## config.mk

```make
export PLATFORM = sky130hd
export DESIGN_NAME = sequential_sign_magnitude_multiplier
export DESIGN_NICKNAME = d
export VERILOG_FILES = /design/src/rtl/sequential_sign_magnitude_multiplier.sv
export SDC_FILE = /design/constraint.sdc
export NUM_CORES = 1
export LEC_CHECK = 0
export CORE_UTILIZATION = 40
export CTS_BUF_LIST = sky130_fd_sc_hd__clkbuf_2 sky130_fd_sc_hd__clkbuf_4 sky130_fd_sc_hd__clkbuf_8
export CTS_CLUSTER_SIZE = 40
export DETAILED_ROUTE_END_ITERATION = 10
export PLACE_DENSITY = 0.71
export SLEW_MARGIN = 20
export SYNTH_ARGS = -nofsm -noshare
export SYNTH_HDL_FRONTEND = slang
export SYNTH_SLANG_ARGS = --single-unit
```

## constraint.sdc

```tcl
create_clock -name clk -period 9.3 [get_ports clk]
set_input_delay 0.93 -clock clk [delete_from_list [all_inputs] [get_ports clk]]
set_output_delay 0.93 -clock clk [all_outputs]
set_load 0.02 [all_outputs]
```

## src/rtl/sequential_sign_magnitude_multiplier.sv

```systemverilog
// ============================================================================
// Module   : sequential_sign_magnitude_multiplier
// Function : Shift-add multiplier on unsigned magnitudes, with the XOR of the
//            operand signs applied to give a two's complement product.
// Revision : 1.0 - initial release
// ============================================================================
`default_nettype none

module sequential_sign_magnitude_multiplier #(
    parameter int WORD_LENGTH = 8
) (
    input  logic                       clk,
    input  logic                       reset,
    input  logic                       start,
    input  logic [WORD_LENGTH-1:0]     multiplicand_mag,
    input  logic                       multiplicand_sign,
    input  logic [WORD_LENGTH-1:0]     multiplier_mag,
    input  logic                       multiplier_sign,
    output logic                       ready,
    output logic                       done,
    output logic [2*WORD_LENGTH-1:0]   product
);

    localparam int PW    = 2 * WORD_LENGTH;
    localparam int CNT_W = (WORD_LENGTH > 1) ? $clog2(WORD_LENGTH) : 1;
    localparam logic [CNT_W-1:0] c_last_count = CNT_W'(WORD_LENGTH - 1);

    typedef enum logic [1:0] {
        S_IDLE = 2'd0,
        S_RUN  = 2'd1,
        S_DONE = 2'd2
    } state_t;

    state_t                 r_state;
    logic [PW-1:0]          r_mcand;
    logic [WORD_LENGTH-1:0] r_mplier;
    logic [PW-1:0]          r_acc;
    logic [CNT_W-1:0]       r_count;
    logic                   r_sign;

    logic [PW-1:0]          w_acc_next;
    logic [PW-1:0]          w_acc_neg;

    // The final add must be folded in before the product is loaded.
    assign w_acc_next = r_acc + (r_mplier[0] ? r_mcand : {PW{1'b0}});
    assign w_acc_neg  = (~w_acc_next) + PW'(1);

    assign ready = (r_state == S_IDLE);

    always_ff @(posedge clk) begin
        if (reset) begin
            r_state  <= S_IDLE;
            r_mcand  <= '0;
            r_mplier <= '0;
            r_acc    <= '0;
            r_count  <= '0;
            r_sign   <= 1'b0;
            done     <= 1'b0;
            product  <= '0;
        end else begin
            case (r_state)
                S_IDLE: begin
                    done <= 1'b0;
                    if (start) begin
                        r_mcand  <= {{WORD_LENGTH{1'b0}}, multiplicand_mag};
                        r_mplier <= multiplier_mag;
                        r_sign   <= multiplicand_sign ^ multiplier_sign;
                        r_acc    <= '0;
                        r_count  <= '0;
                        r_state  <= S_RUN;
                    end
                end
                S_RUN: begin
                    r_acc    <= w_acc_next;
                    r_mcand  <= r_mcand << 1;
                    r_mplier <= r_mplier >> 1;
                    r_count  <= r_count + CNT_W'(1);
                    if (r_count == c_last_count) begin
                        product <= r_sign ? w_acc_neg : w_acc_next;
                        done    <= 1'b1;
                        r_state <= S_DONE;
                    end
                end
                S_DONE: begin
                    done    <= 1'b0;
                    r_state <= S_IDLE;
                end
                default: begin
                    done    <= 1'b0;
                    r_state <= S_IDLE;
                end
            endcase
        end
    end

endmodule

`default_nettype wire
```

Word level (Yosys, flattened, before mapping) --
Cells that the tools add are included.
Storage, ports and cells: register bits 63, latch bits 0, bits in writable memories 0, bits in read-only memories 0, input bits 21, output and inout bits 18, word-level logic and storage cells 38, memories kept 0
Cells by class: add/subtract/negate cells 3, $mul 0, divide/modulo/power cells 0, order comparisons 0, eq/ne operators 4, shift operators 0, multiplexer cells 13, bitwise gates (word level) 3, reduce and logical (&&, ||, !) cells 7
Operator list (count):
- 16-bit 2-to-1 mux | 4
- 16-bit one-hot mux with 2 select lines | 2
- 16-bit by 1-bit adder with 16-bit output (second input constant) | 1
- 16-bit adder | 1
- 16-bit inverter | 1
- 8-bit one-hot mux with 2 select lines | 1
- 8-bit 2-to-1 mux | 1
- 2-bit AND reduction | 4
- 3-bit one-hot mux with 2 select lines | 1
- 2-bit 2-to-1 mux | 2
- 2-bit inequality test (second input constant) | 2
- 2-bit one-hot mux with 2 select lines | 1
- 3-bit by 1-bit adder with 3-bit output (second input constant) | 1
- 3-bit == test (second input constant) | 1
- 3-bit 2-to-1 mux | 1
- 2-bit by 1-bit == test with 1-bit output (second input constant) | 1
- 2-bit logical NOT | 1
- 2-bit nonzero test | 1
- 2-bit OR reduction | 1
- 1-bit inverter | 1
- 1-bit XOR | 1

Depth between registers and ports, before layout --
Gate-level depths: netlist of run 1.
depth in word-level cells 5, depth in mapped cells 13, gate-level depth less buffers 11

Worst setup path before layout of run 1 --
Ideal clock, no wire load.
path kind reg-to-reg, from register r_mplier[0], to register product[13], arrival time 3.099 ns, required time 9.214 ns, setup slack 6.115 ns, stages on the path, launching flop included 13, period minus slack after synthesis 3.185 ns, cells stage by stage dfxtp_1 clkbuf_1 and2_1 ha_1 fa_1 a21o_1 a21oi_1 xor2_1 nand2_1 or4_4 o41ai_2 xor2_1 a211oi_1
On the way: word-level cells in the longest chain between the ends 5
Ends and longest elaborated chain:
- start: declaration | line 36 | logic [WORD_LENGTH-1:0] r_mplier;
- start signal: assignment | line 66 | r_mplier <= multiplier_mag;
- start signal: assignment | line 76 | r_mplier <= r_mplier >> 1;
- 16-bit 2-to-1 mux * | line 45 | assign w_acc_next = r_acc + (r_mplier[0] ? r_mcand : {PW{1'b0}});
- 16-bit adder * | line 45
- 16-bit inverter | line 46 | assign w_acc_neg = (~w_acc_next) + PW'(1);
- 16-bit by 1-bit adder with 16-bit output | line 46
- 16-bit 2-to-1 mux * | line 79 | product <= r_sign ? w_acc_neg : w_acc_next;
- end signal: assignment | line 79
- end: declaration | line 21 | output logic [2*WORD_LENGTH-1:0] product
Mark *: on every way between the ends. The rest lies on a longest branch, timed or not. A chain may end at the register's enable or synchronous reset.

Worst setup path after layout of run 1 --
Same ends and word-level chain as after synthesis.

==> out/results.tsv, run 1 <==
stage	metric	value	unit
run_status	status	finished clean	
grt	largest net degree at the start of global routing	43	
yosys	Main synth FF type	dfxtp_1	
route	DR vias/cell	5.58	
yosys	count leader, synth	dfxtp_1	
worst_setup_path	CP max FO	17	
sta	Rel. slew slack	0.302	
sta	TNS Setup	0	ns
clock_tree	worst-skew pair later-pin latency	0.34	ns
power	Worst VDD drop	0.0786	mV
worst_setup_path	Worst Setup Start Kind	register	
route	Vias	2975	
route	drt wl/cell	14.5	microns
clock_tree	Num CTS Buffers	9	
sta	final hold viol count	0	
yosys	area share of and/or/nand/nor cells after synthesis	0.199	
clock_tree	htree depth	3	
clock_tree	PostCTS Resize Cnt	0	
worst_setup_path	slowest CP cell	fa_1	
worst_setup_path	max incr delay on CP	0.48	ns
sta	period utilization	0.366	
sta	min Tclk post-route	3.40	ns
place	Post-DP HPWL	5520	microns
route	DRT iter0 DRCs	142	
yosys	post-synthesis mux area share	0.00588	
power	PnR Total Power	0.000628	W
yosys	Yosys reg bits	63	
final_layout	antenna diode count	0	
grt	antenna violations before repair	0	
final_layout	Non-Filler Instances	533	
yosys	Synth Area in Adders	0.0720	
yosys	number of synthesis warnings	0	
die	Die X	94.3	microns
yosys	Area contributors post-synth	dfxtp_1 (37%), ha_1 (6.6%), a22o_1 (6.2%)	
clock_tree	Reg clk slew, reported paths	0.07	ns
sta	fmax	0.294	GHz
clock_tree	hold_buf cts	0	
yosys	post-synth cell types	51	
grt	first-pass GRT wire length	13100	microns
yosys	number of synthesized flops with an enable pin	0	
worst_setup_path	Worst setup EP type	register	
worst_hold_path	Hold Path Class	reg2reg	
yosys	mapped cell area	3410	sq um
worst_setup_path	most frequent CP cell	xor2_1	
grt	GRT Util Overall	0.188	
yosys	area leader, netlist	dfxtp_1	
route	residual DRC count	0	
die	Rows	33	
worst_setup_path	Critical Path RT	9.47	ns
yosys	sequential share of the synthesized area	0.370	
power	Pleak	1.65	nW
sta	final clock skew	0.0113	ns
yosys	largest family of logic cells by synthesized area	compound AO/OA/AOI/OAI gates	
power	P per Cell Area	153	nW/um^2
place	GP Congestion	0.866	
die	die height	94.3	microns
final_layout	area growth from synthesis to layout	20.1	%
clock_tree	Setup Buffers After CTS	0	
place	placed cell count	517	
die	top-level port count	39	
grt	vias in the first global route	2688	
clock_tree	CTS tree	done	
yosys	Syn Nets	434	
worst_setup_path	CP Data Arrival Time	3.57	ns
worst_setup_path	CP Class	reg2reg	
sta	fin. max-slew vios	0	
clock_tree	CTS Buffer Depth	2	
worst_setup_path	crit path cell chain	and2_1 -> ha_1 -> fa_1 -> a21o_1 -> a21oi_1 -> xor2_1 -> nand2_1 -> or4_4 -> o41ai_2 -> xor2_1 -> a211oi_1	
yosys	Mean Syn Cell Area	8.65	sq um
yosys	Post-synth ARST share	0	
yosys	xor/xnor share of the synthesized area	0.0694	
final_layout	number of nets in the layout	463	
final_layout	share of cells above drive strength 1	0.0748	
yosys	post-synth top area share	0.370	
yosys	Post-Syn Instances	394	
die	core box area	8220	sq um
grt	grt ovf	0	
place	IO buf count	38	
flow_run	MaxCap Viol Count	0	
sta	RSZ-0062 raised after global routing	no	
clock_tree	clk sinks	63	
yosys	Synth Area in Compound Gates	0.252	
die	die area	8890	sq um
route	ANT nets after route	0	
yosys	Synth top cells by count	dfxtp_1 (63), nand2_1 (45), nor2_1 (45)	
sta	# setup viols final	0	
route	WL final	7760	microns
route	DR pass1 iterations	5	
clock_tree	root buf cell	clkbuf_8	
sta	Worst-Margin Slew	1.05	ns
die	Initial Util	0.415	
-- worst max-delay path: cells and delay by family, from the launching register on --
| family | cells | cell delay, ns |
|---|---|---|
| and+or+nand+nor | 3 | 0.80 |
| xor gates and xnor gates | 2 | 0.50 |
| DFF | 1 | 0.43 |
| AOI/OAI and AO/OA | 4 | 0.82 |
| adders and majority gates | 2 | 0.68 |
-- metal layers --
| layer | vias to the layer above | global-route usage | part of all wire |
|---|---|---|---|
| met3 | 9 | 0.0494 | 0.054 |
| met2 | 79 | 0.291 | 0.45 |
| li1 | 1498 | - | - |
| met4 | 0 | 0.0526 | 0.0095 |
| met5 | - | 0 | 0 |
| met1 | 1389 | 0.255 | 0.49 |
-- cells in the final DEF, fill, tap and decap left out, drive strengths merged, types with 2 or more instances in the layout --
cell           instances
nor3                   9
o21a                   2
a311oi                14
dfxtp                 63
a22o                  24
o21ai                  9
o2111ai                2
nor2b                  3
nand2                 46
o211ai                 4
a21oi                 18
clkinv                 2
clkbuf                11
nand3                  3
buf                    4
nand3b                 2
mux2i                  2
nor3b                  4
bufinv                 2
ha                    18
inv                    4
nor2                  45
clkdlybuf4s50         38
nand2b                 2
and2                  18
nand4                  2
xnor2                 13
a21o                   5
and3                   2
a211oi                16
or3                    4
o31ai                  4
xor2                  14
o41ai                  4
-- state kept, by name (all words and copies together) (netlist names) --
register,cells
product,16
done,1
r_count,3
r_mcand,16
r_mplier,8
r_state,2
r_sign,1
r_acc,16
-- final timing paths --
check | start | cells after the start | slack, ns | end
worst max-delay path | r_mplier[0] | 11 | 5.90 | product[13]
worst min-delay path | product[2] | 2 | 0.46 | product[2]
worst max register to register | r_mplier[0] | 11 | 5.90 | product[13]
worst min register to register | product[2] | 2 | 0.46 | product[2]
-- where the power goes --
part           leakage, nW  switching [W]  total (W)  internal (W)
sequential           0.512     0.00000790   0.000286      0.000278
clock                0.113       0.000110   0.000271      0.000161
combinational         1.02      0.0000410  0.0000709     0.0000299
-- logic make-up (layout without fill, tap and decap cells) --
logic type | count (synthesis) | in the layout
buffers and inverters | 28 | 62
adders and majority gates | 19 | 19
muxes | 2 | 2
and+or+nand+nor | 144 | 144
DFF | 63 | 63
AOI/OAI and AO/OA | 111 | 111
xor gates and xnor gates | 27 | 27
-- layout make-up --
| cell class | count | area (sq um) |
|---|---|---|
| sequential | 63 | 1260 |
| clock buffer | 11 | 145 |
| clock inverter | 5 | 81.3 |
| fill | 771 | 4130 |
| timing repair buffer | 42 | 410 |
| multi-input combinational | 303 | 2050 |
| tap | 105 | 131 |
| inverter | 4 | 15.0 |
-- metrics by stage --
step            util  cell area [sq um]  hold WS [ns]  setup slack, ns
2_1_floorplan      -               3410         0.432             6.12
3_3_place_gp   0.470               3860         0.441             6.04
3_5_place_dp   0.470               3860         0.450             5.93
4_1_cts        0.498               4090         0.459             5.91
5_1_grt        0.498               4090         0.478             5.63
6_report       0.498               4090         0.456             5.90
Power figures use the tool's default switching activity.
==> run 2, diff against run 1 <==
- clock period: 9.3 -> 3.47 ns (I/O delays scaled with it)
==> run 2 against run 1 <==
  * First-iteration DRC count rose by 14%
  * Critical endpoint unchanged
  * Global-route usage grew 1.4 points
  * Largest power group is now the clock network
  * Via count about the same
==> out/results.tsv, run 2 (synthesis results as in run 1) <==
stage	metric	value	unit	change
grt	antenna violations before repair	0		unchanged
worst_setup_path	FF-to-FF path depth	11		unchanged
grt	largest net degree at the start of global routing	35		-19%
route	drt wl/cell	14.8	microns	+1.6%
worst_setup_path	worst r2r dst	product[13]		
sta	fin. max-slew vios	0		unchanged
final_layout	leading registers by flop count	product x16, r_acc x16, r_mcand x16		
route	Vias	2974		-0.034%
worst_hold_path	Hold Path Class	reg2reg		
worst_setup_path	Worst setup EP type	register		
final_layout	fin area	4180	sq um	+2.0%
worst_hold_path	min-delay src	product[2]		
flow_run	MaxCap Viol Count	0		unchanged
grt	met2 usage	0.327		+0.0362
power	P per Cell Area	419	nW/um^2	+170%
die	die area	8890	sq um	unchanged
sta	fmax	0.305	GHz	+3.9%
worst_setup_path	crit path cell chain	buf_4 -> and2_1 -> fa_1 -> a21o_1 -> a21oi_1 -> xor2_2 -> nand2_1 -> or4_4 -> o41ai_2 -> xor2_1 -> a211oi_1		
final_layout	number of nets in the layout	469		+1.3%
place	DP Area	3910	sq um	+1.2%
sta	Rel. slew slack	0.502		+0.200
route	residual DRC count	0		unchanged
worst_setup_path	Critical Path RT	3.73	ns	-5.74 ns
power	Comb pwr share	0.115		+0.002
final_layout	most common cell after layout, fill and taps aside	dfxtp_1		
die	top-level port count	39		unchanged
grt	grt peak-use layer	met2		
worst_setup_path	slowest CP cell	fa_1		
place	Place WS	0.200	ns	-5.72 ns
grt	GRT Util Overall	0.202		+0.0137
worst_setup_path	CP Data Arrival Time	3.53	ns	-0.04 ns
worst_setup_path	register-to-register setup slack	0.20	ns	-5.70 ns
place	GP Congestion	0.884		+2.0%
power	sequential power share	0.437		-0.019
clock_tree	hold_buf cts	0		unchanged
worst_setup_path	cell depth of the worst setup path	11		unchanged
sta	# setup viols final	0		unchanged
power	Worst VDD drop	0.219	mV	+180%
power	switch share	0.251		-0.00183
die	Rows	33		unchanged
clock_tree	CTS Buffer Depth	2		unchanged
clock_tree	clk sinks	63		unchanged
worst_setup_path	Worst R2R Start	r_mplier[0]		
final_layout	antenna diode count	0		unchanged
sta	setup ws final	0.197	ns	-5.70 ns
place	Post-DP HPWL	5750	microns	+4.2%
worst_setup_path	CP Class	reg2reg		
clock_tree	htree depth	3		unchanged
worst_setup_path	CP max FO	15		-2
clock_tree	Setup Buffers After CTS	0		unchanged
clock_tree	PostCTS Resize Cnt	0		unchanged
route	WL final	7970	microns	+2.7%
final_layout	area growth from synthesis to layout	22.5	%	
power	Clock Power Share	0.448		+0.016
die	core box area	8220	sq um	unchanged
grt	vias in the first global route	2918		+8.6%
grt	GRT met1 Usage	0.257		+0.00198
clock_tree	CTS tree	done		
worst_setup_path	max incr delay on CP	0.51	ns	+0.03 ns
route	ANT nets after route	0		unchanged
run_status	status	finished clean		
die	Initial Util	0.415		unchanged
worst_setup_path	Worst Path Buf+Inv	1		+1
sta	final clock skew	0.00971	ns	-0.00161 ns
worst_setup_path	kind of cell adding the most delay to the critical path	compound AO/OA/AOI/OAI gates		
power	internal power	0.00131	W	+180%
clock_tree	Reg clk slew, reported paths	0.08	ns	about the same
grt	first-pass GRT wire length	13800	microns	+5.6%
sta	Worst-Margin Slew	0.745	ns	-0.301 ns
place	IO buf count	38		unchanged
power	Pleak	1.68	nW	+2.2%
grt	M3 GR Usage	0.0453		-0.00405
route	DR vias/cell	5.52		-1.1%
clock_tree	root buf cell	clkbuf_8		
final_layout	share of cells above drive strength 1	0.0945		+0.0197
route	DRT iter0 DRCs	162		+14%
die	Die X	94.3	microns	unchanged
worst_setup_path	Critical Path Source	r_mplier[0]		
grt	grt ovf	0		unchanged
power	P_sw	0.000438	W	+180%
worst_setup_path	Worst Setup Start Kind	register		
worst_setup_path	Worst setup endpoint	product[13]		
sta	final hold viol count	0		unchanged
clock_tree	worst-skew pair later-pin latency	0.34	ns	about the same
die	die height	94.3	microns	unchanged
sta	min Tclk post-route	3.27	ns	-0.128 ns
clock_tree	Num CTS Buffers	9		unchanged
route	DR pass1 iterations	4		-1
final_layout	commonest cells after routing, fill and taps aside	dfxtp_1 (63), nand2_1 (45), nor2_1 (44), clkdlybuf4s50_1 (38), a22o_1 (24)		
sta	period utilization	0.943		+0.578
## run 2: changes by cell type in the layout (fill, tap and decap cells not counted)
cell / previous run / this run
buf_4: 4 / 10
xor2_1: 14 / 12
xor2_2: 0 / 2
a2111oi_0: 1 / 0
a2111oi_1: 0 / 1
bufinv_16: 2 / 3
clkbuf_4: 1 / 0
clkbuf_8: 10 / 9
inv_6: 0 / 1
o31ai_1: 4 / 3
o31ai_2: 0 / 1
## run 2: through the flow
step | cells | hold WS [ns] | setup TNS (ns) | util | power [W]
6_report | 539 | 0.460 | 0 | 0.508 | 0.00175
3_3_place_gp | 523 | 0.442 | 0 | 0.476 | 0.000973
2_1_floorplan | 394 | 0.432 | 0 | - | 0.000910
4_1_cts | 539 | 0.461 | 0 | 0.506 | 0.00176
3_5_place_dp | 523 | 0.451 | 0 | 0.476 | 0.000979
5_1_grt | 539 | 0.485 | -0.0708 | 0.508 | 0.00182
## run 2: how the worst min path moves through the flow
stage / to / slack (ns) / depth (start not counted)
2_1_floorplan: r_acc[14] / 0.43 / 2
3_3_place_gp: product[2] / 0.44 / 2
3_5_place_dp: r_acc[14] / 0.45 / 2
4_1_cts: product[2] / 0.46 / 2
5_1_grt: product[2] / 0.48 / 2
6_report: product[2] / 0.46 / 2
## run 2: per-layer routing
| metal | up-vias | part of all wire |
|---|---|---|
| li1 | 1507 | - |
| met1 | 1382 | 0.47 |
| met2 | 69 | 0.48 |
| met3 | 16 | 0.038 |
| met4 | 0 | 0.021 |
| met5 | - | 0 |
## run 2: layout make-up
class | instances | area [sq um]
tap | 105 | 131
fill | 785 | 4040
inverter | 4 | 15.0
multi-input combinational | 303 | 2070
timing repair buffer | 48 | 455
clock inverter | 7 | 120
sequential | 63 | 1260
clock buffer | 9 | 124
## run 2: tightest hold or removal path: cells and delay by family (launching register included)
| kind | cells | cell delay (ns) |
|---|---|---|
| DFF | 1 | 0.31 |
| and+or+nand+nor | 1 | 0.05 |
| AOI/OAI and AO/OA | 1 | 0.05 |
## run 2: power groups by stage
stage / logic (W) / clock network [W] / registers [W]
finish: 0.000201 / 0.000783 / 0.000764
global route: 0.000227 / 0.000828 / 0.000768
global placement: 0.000194 / 0 / 0.000780
floorplan: 0.000138 / 0 / 0.000772
detailed placement: 0.000198 / 0 / 0.000780
CTS: 0.000199 / 0.000799 / 0.000764
==> run 3, diff against run 2 <==
- ABC_AREA: unset -> 1
- PLACE_DENSITY: 0.71 -> 0.7
==> run 3 against run 2 <==
  * Die area up 14%
  * Clock power fell by 25%
  * Fmax increased by 16%
  * Power is 11% lower
  * Via count rose by 23%
  * Wire length increased by 14%
  * Critical path depth increased by 7
  * Clock-buffer cell count up 1
  * First-iteration DRC count down 30%
  * Core utilization decreased by 1.9 points
  * Cell count is 39% higher
  * Worst setup slack better by 0.45 ns
  * Critical path type unchanged
  * Highest routed layer unchanged
==> out/results.tsv, run 3 <==
stage	metric	value	unit	change
yosys	number of synthesis warnings	0		unchanged
die	die height	101	microns	+6.9%
sta	Worst-Margin Slew	0.851	ns	+0.106 ns
clock_tree	Reg clk slew, reported paths	0.08	ns	about the same
clock_tree	worst-skew pair later-pin latency	0.35	ns	about the same
worst_setup_path	CP max FO	17		+2
yosys	xor/xnor share of the synthesized area	0.0179		-0.0515
route	DRT iter0 DRCs	113		-30%
clock_tree	Num CTS Buffers	9		unchanged
sta	fin. max-slew vios	0		unchanged
place	Post-DP HPWL	6890	microns	+20%
yosys	mapped cell area	3900	sq um	+15%
power	Pleak	2.18	nW	+29%
sta	RSZ-0062 raised after global routing	no		
grt	first-pass GRT wire length	15700	microns	+14%
yosys	Yosys reg bits	63		unchanged
sta	# setup viols final	0		unchanged
grt	GRT Util Overall	0.195		-0.00692
route	DR pass1 iterations	4		unchanged
worst_setup_path	max incr delay on CP	0.66	ns	+0.15 ns
clock_tree	Setup Buffers After CTS	0		unchanged
grt	largest net degree at the start of global routing	32		-8.6%
clock_tree	CTS Buffer Depth	2		unchanged
route	WL final	9070	microns	+14%
yosys	Post-Syn Instances	582		+48%
final_layout	commonest cells after routing, fill and taps aside	nand2_1 (130), inv_1 (94), dfxtp_1 (63), nor2_1 (47), nand3_1 (42)		
power	P per Cell Area	341	nW/um^2	-18%
yosys	area leader, netlist	dfxtp_1		
yosys	post-synth top area share	0.323		-0.0471
route	ANT nets after route	0		unchanged
yosys	area share of and/or/nand/nor cells after synthesis	0.314		+0.115
place	IO buf count	38		unchanged
yosys	sequential share of the synthesized area	0.323		-0.0471
yosys	Synth Area in Adders	0.0628		-0.00916
final_layout	number of nets in the layout	653		+39%
sta	min Tclk post-route	2.82	ns	-0.451 ns
worst_hold_path	Hold Path Class	reg2reg		
worst_setup_path	crit path cell chain	nand2_1 -> inv_1 -> ha_1 -> fa_1 -> inv_1 -> nand2_1 -> nor2_4 -> nand3_1 -> nor2_2 -> nand2_2 -> nor2_4 -> nand2_2 -> nand2_2 -> nand2_2 -> nand2_1 -> nand2_1 -> o21bai_1 -> inv_1		
power	Worst VDD drop	0.224	mV	+2.1%
yosys	largest family of logic cells by synthesized area	simple AND/OR/NAND/NOR gates		
clock_tree	hold_buf cts	0		unchanged
final_layout	area growth from synthesis to layout	16.9	%	
clock_tree	htree depth	3		unchanged
yosys	count leader, synth	nand2_1		
yosys	Synth top cells by count	nand2_1 (130), inv_1 (94), dfxtp_1 (63)		
worst_setup_path	Worst Path Buf+Inv	3		+2
grt	antenna violations before repair	0		unchanged
route	Vias	3667		+23%
route	drt wl/cell	12.1	microns	-18%
clock_tree	clk sinks	63		unchanged
final_layout	antenna diode count	0		unchanged
sta	Rel. slew slack	0.432		-0.0699
sta	fmax	0.354	GHz	+16%
yosys	Post-synth ARST share	0		unchanged
grt	grt ovf	0		unchanged
sta	final hold viol count	0		unchanged
yosys	Mean Syn Cell Area	6.71	sq um	-22%
sta	TNS Setup	0	ns	unchanged
yosys	post-synthesis mux area share	0		-0.00588
clock_tree	PostCTS Resize Cnt	0		unchanged
worst_setup_path	CP Data Arrival Time	3.08	ns	-0.45 ns
die	core box area	9330	sq um	+14%
worst_setup_path	Worst setup EP type	register		
die	Die X	101	microns	+6.9%
worst_setup_path	kind of cell adding the most delay to the critical path	simple AND/OR/NAND/NOR gates		
die	die area	10200	sq um	+14%
run_status	status	finished clean		
yosys	Area contributors post-synth	dfxtp_1 (32%), nand2_1 (13%), inv_1 (9.0%)		
die	top-level port count	39		unchanged
die	Rows	35		+6.1%
final_layout	most common cell after layout, fill and taps aside	nand2_1		
yosys	Synth Area in Compound Gates	0.159		-0.0930
yosys	Syn Nets	622		+43%
worst_setup_path	CP Class	reg2reg		
final_layout	share of cells above drive strength 1	0.100		+0.00585
flow_run	MaxCap Viol Count	0		unchanged
die	Initial Util	0.419		+0.00386
clock_tree	CTS tree	done		
grt	vias in the first global route	3523		+21%
sta	final clock skew	0.00872	ns	-0.000993 ns
route	DR vias/cell	4.91		-11%
place	Place WS	0.637	ns	+0.437 ns
place	GP Congestion	0.901		+1.9%
worst_setup_path	slowest CP cell	dfxtp_1		
yosys	number of synthesized flops with an enable pin	0		unchanged
worst_setup_path	Critical Path RT	3.72	ns	about the same
sta	setup ws final	0.647	ns	+0.451 ns
route	residual DRC count	0		unchanged
clock_tree	root buf cell	clkbuf_8		
yosys	Main synth FF type	dfxtp_1		
sta	period utilization	0.813		-0.130
final_layout	leading registers by flop count	product x16, r_acc x16, r_mcand x16		
worst_setup_path	Worst Setup Start Kind	register		
yosys	post-synth cell types	35		-31%
-- run 3: worst paths after layout --
check / startpoint / endpoint / slack, ns / depth (start not counted)
worst max-delay path: r_mplier[0] / product[13] / 0.65 / 18
worst min-delay path: r_mplier[3] / r_mplier[3] / 0.47 / 2
worst min register to register: r_mplier[3] / r_mplier[3] / 0.47 / 2
worst max register to register: r_mplier[0] / product[13] / 0.65 / 18
-- run 3: cell families (layout without fill, tap and decap cells) --
family,after synthesis,count (layout)
fa+ha+maj,19,19
simple gates,268,268
xor+xnor,8,8
buf+inv,123,159
compound gates,101,101
flops,63,63
-- run 3: through the flow --
step | power [W] | hold WS (ns) | cell area, sq um | util | std cells
final | 0.00156 | 0.468 | 4560 | 0.489 | 747
after global routing | 0.00164 | 0.494 | 4560 | 0.489 | 747
after floorplan | 0.000925 | 0.435 | 3900 | - | 582
after CTS | 0.00158 | 0.470 | 4560 | 0.489 | 747
after detailed placement | 0.000986 | 0.458 | 4380 | 0.470 | 731
after global placement | 0.000980 | 0.448 | 4380 | 0.470 | 731
-- run 3: metal layers --
layer | vias up | track usage | wire length [microns]
met3 | 15 | 0.0381 | 232
li1 | 1931 | - | -
met1 | 1668 | 0.238 | 4230
met5 | - | 0 | 0
met2 | 53 | 0.337 | 4460
met4 | 0 | 0.0758 | 144
-- run 3: area by class of cell --
cell class | instances | area (sq um)
Inverter | 100 | 375
Clock buffer | 10 | 138
Fill cell | 959 | 4760
Sequential cell | 63 | 1260
Multi-Input combinational cell | 396 | 2170
Clock inverter | 6 | 45.0
Tap cell | 129 | 161
Timing Repair Buffer | 43 | 418
-- run 3: power by group --
| group | switching, W | internal (W) | total (W) | leakage [nW] |
|---|---|---|---|---|
| clock network | 0.000308 | 0.000280 | 0.000588 | 0.0849 |
| registers | 0.0000170 | 0.000746 | 0.000763 | 0.512 |
| logic | 0.000127 | 0.0000789 | 0.000206 | 1.58 |
-- run 3: tightest hold or removal path: cells and delay by family, from the launching register on --
| kind | cells | cell delay, ns |
|---|---|---|
| DFF | 1 | 0.30 |
| buffers and inverters | 1 | 0.06 |
| AOI/OAI and AO/OA | 1 | 0.06 |
